[config.mk]
export PLATFORM = sky130hd
export DESIGN_NAME = mod_counter_flat
export DESIGN_NICKNAME = d
export VERILOG_FILES = /design/src/rtl/mod_counter_if.sv /design/src/rtl/mod_counter.sv /design/src/flat_wrapper.sv
export SDC_FILE = /design/constraint.sdc
export NUM_CORES = 1
export LEC_CHECK = 0
export BUFFER_PORTS_ARGS = -buffer_cell sky130_fd_sc_hd__buf_4
export CAP_MARGIN = 20
export CORE_UTILIZATION = 35
export DETAILED_ROUTE_END_ITERATION = 12
export SYNTH_ARGS = -nofsm -noshare
export SYNTH_HDL_FRONTEND = slang
export SYNTH_SLANG_ARGS = --single-unit
[constraint.sdc]
create_clock -name clk -period 3.9 [get_ports clk]
set_clock_uncertainty 0.15 [all_clocks]
set_input_delay 0.39 -clock clk [delete_from_list [all_inputs] [get_ports clk]]
set_output_delay 0.39 -clock clk [all_outputs]
set_load 0.1 [all_outputs]
[src/rtl/mod_counter_if.sv]
// mod_counter_if: control and status bundle for mod_counter.
//   master: drives clear, load, load_val, en, up, sat; observes count and flags
//   slave : the counter itself
//   Signals:
//     clear        sync clear to 0 (highest priority)
//     load         sync load of load_val (clamped to MAX)
//     load_val     load value, WIDTH bits
//     en, up, sat  count enable, direction (1=up), saturate mode (1=saturate)
//     count        registered count
//     at_max       count == MAX (combinational)
//     at_zero      count == 0   (combinational)
//     wrap         registered one-cycle boundary pulse
//     ovf          sticky overflow, only with MOD_COUNTER_OVF_STICKY_EN
interface mod_counter_if #(
    parameter int unsigned WIDTH = 4
);
    logic             clear;
    logic             load;
    logic [WIDTH-1:0] load_val;
    logic             en;
    logic             up;
    logic             sat;
    logic [WIDTH-1:0] count;
    logic             at_max;
    logic             at_zero;
    logic             wrap;
`ifdef MOD_COUNTER_OVF_STICKY_EN
    logic             ovf;
`endif

    modport master (
        output clear, load, load_val, en, up, sat,
        input  count, at_max, at_zero, wrap
`ifdef MOD_COUNTER_OVF_STICKY_EN
        , ovf
`endif
    );

    modport slave (
        input  clear, load, load_val, en, up, sat,
        output count, at_max, at_zero, wrap
`ifdef MOD_COUNTER_OVF_STICKY_EN
        , ovf
`endif
    );
endinterface

[src/rtl/mod_counter.sv]
// mod_counter: parametrised modulo up/down counter, range 0..MAX.
//   clk   : clock, all state changes on rising edge
//   reset : asynchronous active-low reset
//   bus   : mod_counter_if.slave (controls in, count/flags out)
// Synchronous priority per edge: clear > load > en.
// Optional feature macro: MOD_COUNTER_OVF_STICKY_EN adds sticky bus.ovf,
// set by any wrap event, cleared only by clear or reset.
module mod_counter #(
    parameter int unsigned     WIDTH = 4,
    parameter longint unsigned MAX   = 15
) (
    input  logic          clk,
    input  logic          reset,
    mod_counter_if.slave  bus
);
    // Compare/increment in WIDTH+1 bits so MAX = 2^WIDTH-1 carries cleanly.
    localparam logic [WIDTH:0]   MAX_EXT = (WIDTH+1)'(MAX);
    localparam logic [WIDTH-1:0] MAX_W   = WIDTH'(MAX);

    logic [WIDTH-1:0] count_q, count_nxt;
    logic             wrap_q, wrap_nxt;
    logic [WIDTH:0]   cnt_ext;
    logic             hit_max, hit_zero;

    assign cnt_ext  = {1'b0, count_q};
    assign hit_max  = (cnt_ext == MAX_EXT);
    assign hit_zero = (count_q == '0);

    always_comb begin
        count_nxt = count_q;
        wrap_nxt  = 1'b0;
        if (bus.clear) begin
            count_nxt = '0;
        end else if (bus.load) begin
            // out-of-range loads clamp so count never leaves 0..MAX
            count_nxt = ({1'b0, bus.load_val} > MAX_EXT) ? MAX_W : bus.load_val;
        end else if (bus.en) begin
            if (bus.up) begin
                if (hit_max) begin
                    wrap_nxt  = 1'b1;
                    count_nxt = bus.sat ? count_q : '0;
                end else begin
                    count_nxt = WIDTH'(cnt_ext + (WIDTH+1)'(1));
                end
            end else begin
                if (hit_zero) begin
                    wrap_nxt  = 1'b1;
                    count_nxt = bus.sat ? count_q : MAX_W;
                end else begin
                    count_nxt = count_q - WIDTH'(1);
                end
            end
        end
    end

    always_ff @(posedge clk or negedge reset) begin
        if (!reset) begin
            count_q <= '0;
            wrap_q  <= 1'b0;
        end else begin
            count_q <= count_nxt;
            wrap_q  <= wrap_nxt;
        end
    end

    assign bus.count   = count_q;
    assign bus.wrap    = wrap_q;
    assign bus.at_max  = hit_max;
    assign bus.at_zero = hit_zero;

`ifdef MOD_COUNTER_OVF_STICKY_EN
    logic ovf_q;

    // load deliberately leaves ovf alone; only clear or reset drop it
    always_ff @(posedge clk or negedge reset) begin
        if (!reset)         ovf_q <= 1'b0;
        else if (bus.clear) ovf_q <= 1'b0;
        else if (wrap_nxt)  ovf_q <= 1'b1;
    end

    assign bus.ovf = ovf_q;
`endif
endmodule

[src/flat_wrapper.sv]
// flat-port wrapper written by rule: the top's interface ports become plain ports
module mod_counter_flat 
#(
    parameter int unsigned     WIDTH = 4,
    parameter longint unsigned MAX   = 15
)
  (clk, reset, bus_clear, bus_load, bus_load_val, bus_en, bus_up, bus_sat, bus_count, bus_at_max, bus_at_zero, bus_wrap);
  mod_counter_if #(.WIDTH(WIDTH)) bus_i ();
  input  logic clk;
  input  logic reset;
  input wire logic [$bits(bus_i.clear)-1:0] bus_clear;
  input wire logic [$bits(bus_i.load)-1:0] bus_load;
  input wire logic [$bits(bus_i.load_val)-1:0] bus_load_val;
  input wire logic [$bits(bus_i.en)-1:0] bus_en;
  input wire logic [$bits(bus_i.up)-1:0] bus_up;
  input wire logic [$bits(bus_i.sat)-1:0] bus_sat;
  output wire logic [$bits(bus_i.count)-1:0] bus_count;
  output wire logic [$bits(bus_i.at_max)-1:0] bus_at_max;
  output wire logic [$bits(bus_i.at_zero)-1:0] bus_at_zero;
  output wire logic [$bits(bus_i.wrap)-1:0] bus_wrap;
  assign bus_i.clear = bus_clear;
  assign bus_i.load = bus_load;
  assign bus_i.load_val = bus_load_val;
  assign bus_i.en = bus_en;
  assign bus_i.up = bus_up;
  assign bus_i.sat = bus_sat;
  assign bus_count = bus_i.count;
  assign bus_at_max = bus_i.at_max;
  assign bus_at_zero = bus_i.at_zero;
  assign bus_wrap = bus_i.wrap;
  mod_counter #(.WIDTH(WIDTH), .MAX(MAX)) u_core (.clk(clk), .reset(reset), .bus(bus_i));
endmodule
; Yosys cells after proc, flatten, opt, wreduce, memory -nomap -nowiden
; Cells that the tools add are included.
[word_totals]
input_bits = 11
word_cells = 24
output_inout_bits = 7
regBits = 5
[classes]
eq_ne = 3
n_reduce_logical = 3
n_addsub = 2
muxes = 14
[ops]
columns = cell, n
row1 = 4-bit 2-to-1 mux, 8
row2 = "5-bit inequality test, second input constant", 2
row3 = 1-bit 2-to-1 mux, 6
row4 = "4-bit by 1-bit adder with 4-bit output, second input constant", 1
row5 = "4-bit equality test, second input constant", 1
row6 = 4-bit zero test, 1
row7 = "4-bit by 1-bit subtractor with 4-bit output, second input constant", 1
row8 = 3-bit AND reduction, 1
row9 = 3-bit nonzero test, 1

; Logic depth before layout (Yosys ltp)
; Gate-level depths: netlist of run 1.
[logic_depth]
word_depth = 6
ltp_mapped = 6
depth_no_buf = 6

; Worst setup path after synthesis of run 1
; OpenSTA, ideal clock, no wires.
[synth_timing]
kind = reg2reg
startpoint = reg u_core.count_q[0] (netlist: u_core.bus.count[0])
endpoint = reg u_core.count_q[0] (netlist: u_core.bus.count[0])
path_stages_with_launch = 7
t_arrival_ns = 4.071
period_less_slack_ns = 4.302
n_path_buf = 0
path_slack_ns = -0.402
cell_sequence = dfrtp_1 -> inv_1 -> ha_1 -> nor3b_1 -> o221ai_1 -> a21o_1 -> mux2i_1
[synth_between]
elab_chain_len = 6
word_cells_on_any_way = 13
classes_between = add/sub: 2 / eq/ne: 3 / mux: 6 / reduce/logical: 2
[synth_rtl]
columns = element, line
row1 = start: declaration, mod_counter.sv:20  ; logic [WIDTH-1:0] count_q, count_nxt;
row2 = start signal: assignment, mod_counter.sv:61  ; count_q <= count_nxt;
row3 = 4-bit zero test (*), mod_counter.sv:27  ; assign hit_zero = (count_q == '0);
row4 = via bus_at_zero, flat_wrapper.sv:19  ; output wire logic [$bits(bus_i.at_zero)-1:0] bus_at_zero;
row5 = 4-bit 2-to-1 mux, mod_counter.sv:46  ; if (hit_zero) begin
row6 = 4-bit 2-to-1 mux, mod_counter.sv:38  ; if (bus.up) begin
row7 = 4-bit 2-to-1 mux, mod_counter.sv:37  ; end else if (bus.en) begin
row8 = 4-bit 2-to-1 mux, mod_counter.sv:34  ; end else if (bus.load) begin
row9 = 4-bit 2-to-1 mux, mod_counter.sv:32  ; if (bus.clear) begin
; Mark *: on every way through the listed nets, which the timed path passes. The rest lies on a longest branch. The select of a mux whose other input is x is not followed.
; A chain may end at the register's enable or synchronous reset.

; Worst setup path after layout of run 1
[layout_timing]
startpoint = reg u_core.count_q[0] (netlist: u_core.bus.count[0])
endpoint = out bus_at_zero
[layout_between]
elab_chain_len = 1
[layout_rtl]
columns = element, line
row1 = 4-bit zero test, mod_counter.sv:27
row2 = end: declaration, flat_wrapper.sv:19
; Every way passes these cells.

==> flow_metrics.tcl, run 1 <==
set metrics [dict create \
    initial_antenna_violation_count 0 \
    via_count 471 \
    clock_insertion_delay_worst_skew_ns 0.24 \
    mappedNetlistArea_sq_um 468 \
    cp-start-kind "flip-flop" \
    ir_worst_vdd_mv 0.226 \
    cts_resized 0 \
    timing_hold_violations_final 0 \
    crit_arrival_ns 1.57 \
    yosys_warnings 0 \
    congestion_overflow_gr 0 \
    placed_cells_incl_taps 82 \
    final.setup.tns_ns 0 \
    crit_path_top_delay_cell "dfrtp_1" \
    ctsHtreeMaxLevel 1 \
    cts-buffers-inserted 3 \
    floorplan.die.width_microns 38.6 \
    place_hpwl_microns 826 \
    routedWlPerCell_microns 11.8 \
    syn_area_per_cell_sq_um 8.51 \
    firstDrtPassIters 1 \
    track_usage_pct 17.1 \
    design.final.nets 87 \
    slew-limit-headroom_pct 75.4 \
    grt_max_degree 12 \
    slowest_delay_ns 0.44 \
    post_synth_inst_count 55 \
    io_pins 18 \
    slew_violations 0 \
    cts_root_buf "clkbuf_4" \
    synth-seq-area-share_pct 26.7 \
    via_per_inst 5.41 \
    postSynthRegisterBits 5 \
    kind_of_cell_with_the_highest_combined_delay_on_the_critical_path "buffers and inverters" \
    routed_wirelength_mm 1.02 \
    postSynthNetCount 68 \
    p_clk_share_pct 23.9 \
    cts_max_path_buffers 2 \
    layout_min_cycle_time_ns 2.11 \
    post_route_cells_drive_above_1_share_pct 37.0 \
    crit_path_max_fanout 7 \
    setup.worst_path.class "reg2out" \
    antennaDiodeCount 0 \
    p_sw_uw 112 \
    first_global_vias 400 \
    share_seq_of_total_power_pct 27.6 \
    synthDistinctLibCells 36 \
    setup_violations 0 \
    grt_first_pass_wirelength_mm 1.77 \
    placement.io_buffers 17 \
    die_area_sq_um 1490 \
    synthToLayoutAreaGrowth_pct 34.8 \
    drtIter0Drc 0 \
    ant_nets 0 \
    critical_path.endpoint_type "output port" \
    timing_worst_slew_pin_value_ns 0.370 \
    status "finished, final reports clean" \
    final_min_period_over_clock_period_pct 54.1 \
    worst_hold_path_type "in2reg" \
    crit_path_cell_trace "inv_1 > ha_1 > nor3b_2 > buf_4" \
    fin_cells 87 \
    static-leakage-power_nw 0.309 \
    clock_tree_from_tritoncts "done" \
    fp.dieH_microns 38.6 \
    start_util_pct 40.0 \
    worst-path-buf-inv 2 \
    switching_power_as_a_share_of_total_power_pct 45.9 \
    gpl_congestion 0.759 \
    core-area_sq_um 1170 \
    comb_power_share_pct 48.5 \
    drc_errors 0 \
    post-layout-total-power_uw 245 \
    worst_ep_required_time_ns 3.36 \
    clock_pin_slew_of_the_registers_on_the_worst_case_setup_and_hold_paths_ns 0.05 \
    max_freq_mhz 474 \
    rsz0062_at_grt "false" \
    setup_fix_buffers_added_after_clock_tree_synthesis 0 \
    powerDensity_nw_per_um2 388 \
    numClockSinks 5 \
    number_of_standard_cell_rows_in_the_floorplan 12 \
    internal_power_uw 132 \
    maxCapViolations 0 \
]
cells in the final DEF, fill, tap and decap left out, types with 2 or more instances in the layout:
| cell | count |
|---|---|
| a21oi_1 | 2 |
| dfrtp_1 | 5 |
| inv_1 | 4 |
| a31oi_1 | 2 |
| clkbuf_4 | 3 |
| and3_1 | 2 |
| o21ai_0 | 2 |
| buf_4 | 17 |
| ha_1 | 2 |
| nor2_1 | 5 |
| nand2_1 | 3 |
power groups by stage:
stage / logic (mW) / registers (mW) / clock network [mW]
6_report: 0.119 / 0.0677 / 0.0585
3_5_place_dp: 0.118 / 0.0683 / 0
5_1_grt: 0.127 / 0.0690 / 0.0652
2_1_floorplan: 0.0624 / 0.0968 / 0
4_1_cts: 0.119 / 0.0675 / 0.0610
3_3_place_gp: 0.118 / 0.0685 / 0
layout make-up:
class,count,area [sq um]
well taps,14,17.5
fillers,129,541
repair buffers,18,138
multi-input cells,41,304
inverters,5,18.8
clock buffers,3,22.5
clock inverters,1,5.00
flip-flops and latches,5,125
state kept, by name, indices dropped and copies added (netlist names):
name,flops
u_core.bus.wrap,1
u_core.bus.count,4
per-layer routing:
layer / track usage (%) / wire length (microns)
met1: 25.1 / 501
met2: 25.8 / 479
met3: 1.74 / 35
met4: 5.17 / 8
met5: 0 / 0
stage by stage:
| stage | instance area, sq um | utilization [%] | setup WS (ns) | hold WS (ns) |
|---|---|---|---|---|
| global placement | 593 | 50.6 | 1.86 | 0.0429 |
| detailed placement | 593 | 50.6 | 1.82 | 0.0426 |
| CTS | 631 | 53.8 | 1.78 | 0.193 |
| floorplan | 473 | - | 0.690 | -0.0556 |
| finish | 631 | 53.8 | 1.79 | 0.196 |
| global route | 631 | 53.8 | 1.67 | 0.198 |
synthesized netlist by cell type, drive strengths merged:
master	instances	area share (%)
xnor2	1	1.9
inv	5	4.0
nor2	5	4.0
and4	1	1.9
mux2i	1	2.1
buf	3	4.5
and3	2	2.7
ha	2	5.3
clkbuf	1	0.80
mux2	2	4.8
nor3b	1	1.6
a211oi	2	4.3
a311oi	1	1.9
a221oi	1	1.9
a22oi	1	1.6
dfrtp	5	27
a21o	1	1.6
a21oi	2	2.1
o21bai	1	1.6
nand2	3	2.4
a311o	1	2.1
a31oi	3	5.3
nor4b	1	1.9
or4	1	1.6
o21ai	2	2.1
o221ai	1	1.9
or2	2	2.7
or3	1	1.3
a22o	1	1.9
and2	1	1.3
worst register-to-register path: cells and delay by family (launching register included):
| family | cells | cell delay [ns] |
|---|---|---|
| compound gates | 1 | 0.26 |
| simple gates | 2 | 0.42 |
| flops | 1 | 0.44 |
| mux | 1 | 0.35 |
| fa+ha+maj | 1 | 0.25 |
| buf+inv | 1 | 0.11 |
cells by family (layout without fill, tap and decap cells):
| kind of cell | Yosys count | count (layout) | share of synthesized area (%) |
|---|---|---|---|
| adder cells (fa/ha/maj) | 2 | 2 | 5.35 |
| AND/OR/NAND/NOR | 18 | 18 | 21.4 |
| AO/OA/AOI/OAI | 17 | 17 | 28.3 |
| XOR/XNOR | 1 | 1 | 1.87 |
| flip-flops | 5 | 5 | 26.7 |
| multiplexers | 3 | 3 | 6.95 |
| buffers and inverters | 9 | 27 | 9.36 |
worst paths after layout:
kind                                      from                   to  slack [ns]  depth (start not counted)
max in group asynchronous                reset      u_core.bus.wrap        3.16                          2
setup / recovery           u_core.bus.count[0]          bus_at_zero        1.79                          4
setup reg to reg           u_core.bus.count[0]  u_core.bus.count[1]        1.80                          6
min in group asynchronous                reset  u_core.bus.count[1]        0.33                          2
hold reg to reg            u_core.bus.count[1]  u_core.bus.count[1]        0.51                          1
hold / removal                       bus_clear  u_core.bus.count[3]        0.20                          2
repair_timing:
item                                   4_1_cts  5_1_grt
endpoints found under the hold margin        5        0
setup endpoints to repair                    0        0
hold buffers                                 1        0
(Power assumes the default switching activity.)
==> inputs of run 2 (changes only) <==
- clock period: 3.9 -> 1.95 ns (I/O delays scaled with it)
==> run 2 against run 1 <==
Sequential power increased by 110%. Worst setup slack got worse by 1.8 ns. Via count increased by 13%. Clock power increased by 110%. Sequential share of layout area decreased by 1.6 points. Register-to-register slack got worse by 1.8 ns. Routed wire length increased by 32%. Core utilization increased by 12 points. Critical path depth increased by 2. Power increased by 130%. First-iteration DRC count increased by 28. Combinational power increased to 2.5 times the previous value. Critical path type is now reg2reg. Critical endpoint is now u_core.bus.count[0]. Highest routed layer unchanged.
==> flow_metrics.tcl, run 2 (synthesis gave the netlist of run 1 again) <==
set metrics [dict create \
    status "finished, final reports clean" \
    cts_max_path_buffers 2 \
    largest_register_ffs 4 \
    core-area_sq_um 1170 \
    start_util_pct 40.0 \
    clock_tree_from_tritoncts "done" \
    grt_max_degree 12 \
    via_per_inst 5.59 \
    design.final.nets 95 \
    gpl_congestion 0.835 \
    critical_path.endpoint_type "flip-flop" \
    drc_errors 0 \
    numClockSinks 5 \
    io_pins 18 \
    ctsHtreeMaxLevel 1 \
    via_count 531 \
    fp.dieH_microns 38.6 \
    timing_worst_slew_pin_value_ns 0.303 \
    maxCapViolations 0 \
    setup_fix_buffers_added_after_clock_tree_synthesis 0 \
    setup_violations 0 \
    firstDrtPassIters 4 \
    cp-start-kind "flip-flop" \
    final.setup.tns_ns 0 \
    setup.worst_path.class "reg2reg" \
    max_freq_mhz 518 \
    mostFrequentLayoutCell "buf_4" \
    hold_ws_ns 0.0699 \
    crit_arrival_ns 1.94 \
    layout.filler_cells 106 \
    crit_path_max_fanout 3 \
    drtIter0Drc 28 \
    slew-limit-headroom_pct 79.7 \
    floorplan.die.width_microns 38.6 \
    placement.io_buffers 17 \
    timing_hold_violations_final 0 \
    ant_nets 0 \
    post_route_cells_drive_above_1_share_pct 58.0 \
    worst_ep_required_time_ns 1.95 \
    ir_worst_vdd_mv 0.382 \
    initial_antenna_violation_count 0 \
    cts-buffers-inserted 3 \
    routedWlPerCell_microns 14.2 \
    worst_hold_path_type "in2reg" \
    layout_min_cycle_time_ns 1.93 \
    cts_root_buf "clkbuf_4" \
    grt_first_pass_wirelength_mm 2.12 \
    clock_insertion_delay_worst_skew_ns 0.24 \
    die_area_sq_um 1490 \
    multi_input_area_sq_um 358 \
    synthToLayoutAreaGrowth_pct 64.4 \
    first_global_vias 488 \
    static-leakage-power_nw 0.345 \
    track_usage_pct 20.5 \
    routed_wirelength_mm 1.35 \
    congestion_overflow_gr 0 \
    slew_violations 0 \
    antennaDiodeCount 0 \
    powerDensity_nw_per_um2 734 \
    clock_pin_slew_of_the_registers_on_the_worst_case_setup_and_hold_paths_ns 0.04 \
    number_of_standard_cell_rows_in_the_floorplan 12 \
    area.sequential_sq_um 140 \
    final_min_period_over_clock_period_pct 99.1 \
    place_hpwl_mm 1.01 \
    most-common-layout-cells "23 x buf_4, 5 x nor2_1, 4 x dfrtp_4" \
]
-- run 2: final timing paths --
| path | from | endpoint | slack [ns] | cells past startpoint |
|---|---|---|---|---|
| hold reg to reg | u_core.bus.count[1] | u_core.bus.count[1] | 0.47 | 1 |
| min in group asynchronous | reset | u_core.bus.count[3] | 0.14 | 2 |
| setup / recovery | u_core.bus.count[0] | u_core.bus.count[0] | 0.02 | 6 |
| hold / removal | bus_en | u_core.bus.wrap | 0.07 | 2 |
| max in group asynchronous | reset | u_core.bus.count[2] | 1.39 | 2 |
| setup reg to reg | u_core.bus.count[0] | u_core.bus.count[0] | 0.02 | 6 |
-- run 2: metal layers --
layer | part of all wire (%) | up-vias | GRT usage [%] | routed length [microns]
met5 | 0 | - | 0 | 0
met3 | 2.9 | 4 | 1.74 | 39
met2 | 46 | 17 | 32.9 | 617
met4 | 2.5 | 0 | 7.76 | 34
met1 | 49 | 254 | 28.0 | 660
li1 | - | 256 | - | -
-- run 2: report_power, final --
part	internal (mW)	switching, mW
clock	0.0775	0.0441
sequential	0.120	0.0201
combinational	0.116	0.187
-- run 2: critical path: stages (launching register included) --
cell and delay [ns]:
dfrtp_4 0.49, ha_2 0.20, and4_1 0.20, or2_4 0.27, a31oi_4 0.19, buf_6 0.13
mux2i_2 0.21
-- run 2: layout make-up --
class | count | area share (%)
Timing Repair Buffer | 26 | 26.5
Clock buffer | 4 | 3.41
Inverter | 5 | 3.09
Multi-Input combinational cell | 41 | 46.5
Sequential cell | 5 | 18.2
Tap cell | 14 | 2.28
-- run 2: metrics by stage --
stage               instances  instance area, sq um  power (mW)  worst slack, ns  utilization [%]
floorplan                  55                   519       0.345           -0.542                -
finish                     95                   769       0.564           0.0177             65.7
CTS                        95                   732       0.549          0.00185             62.5
global placement           89                   686       0.421          0.00747             58.5
global route               95                   769       0.590          -0.0140             65.7
detailed placement         89                   686       0.422          -0.0173             58.5
-- run 2: what timing repair did --
item	CTS	global route
pin swaps	1	1
gates cloned	0	0
setup endpoints to repair	2	4
hold buffers	2	0
hold endpoints to repair	6	0
resized for setup	0	8
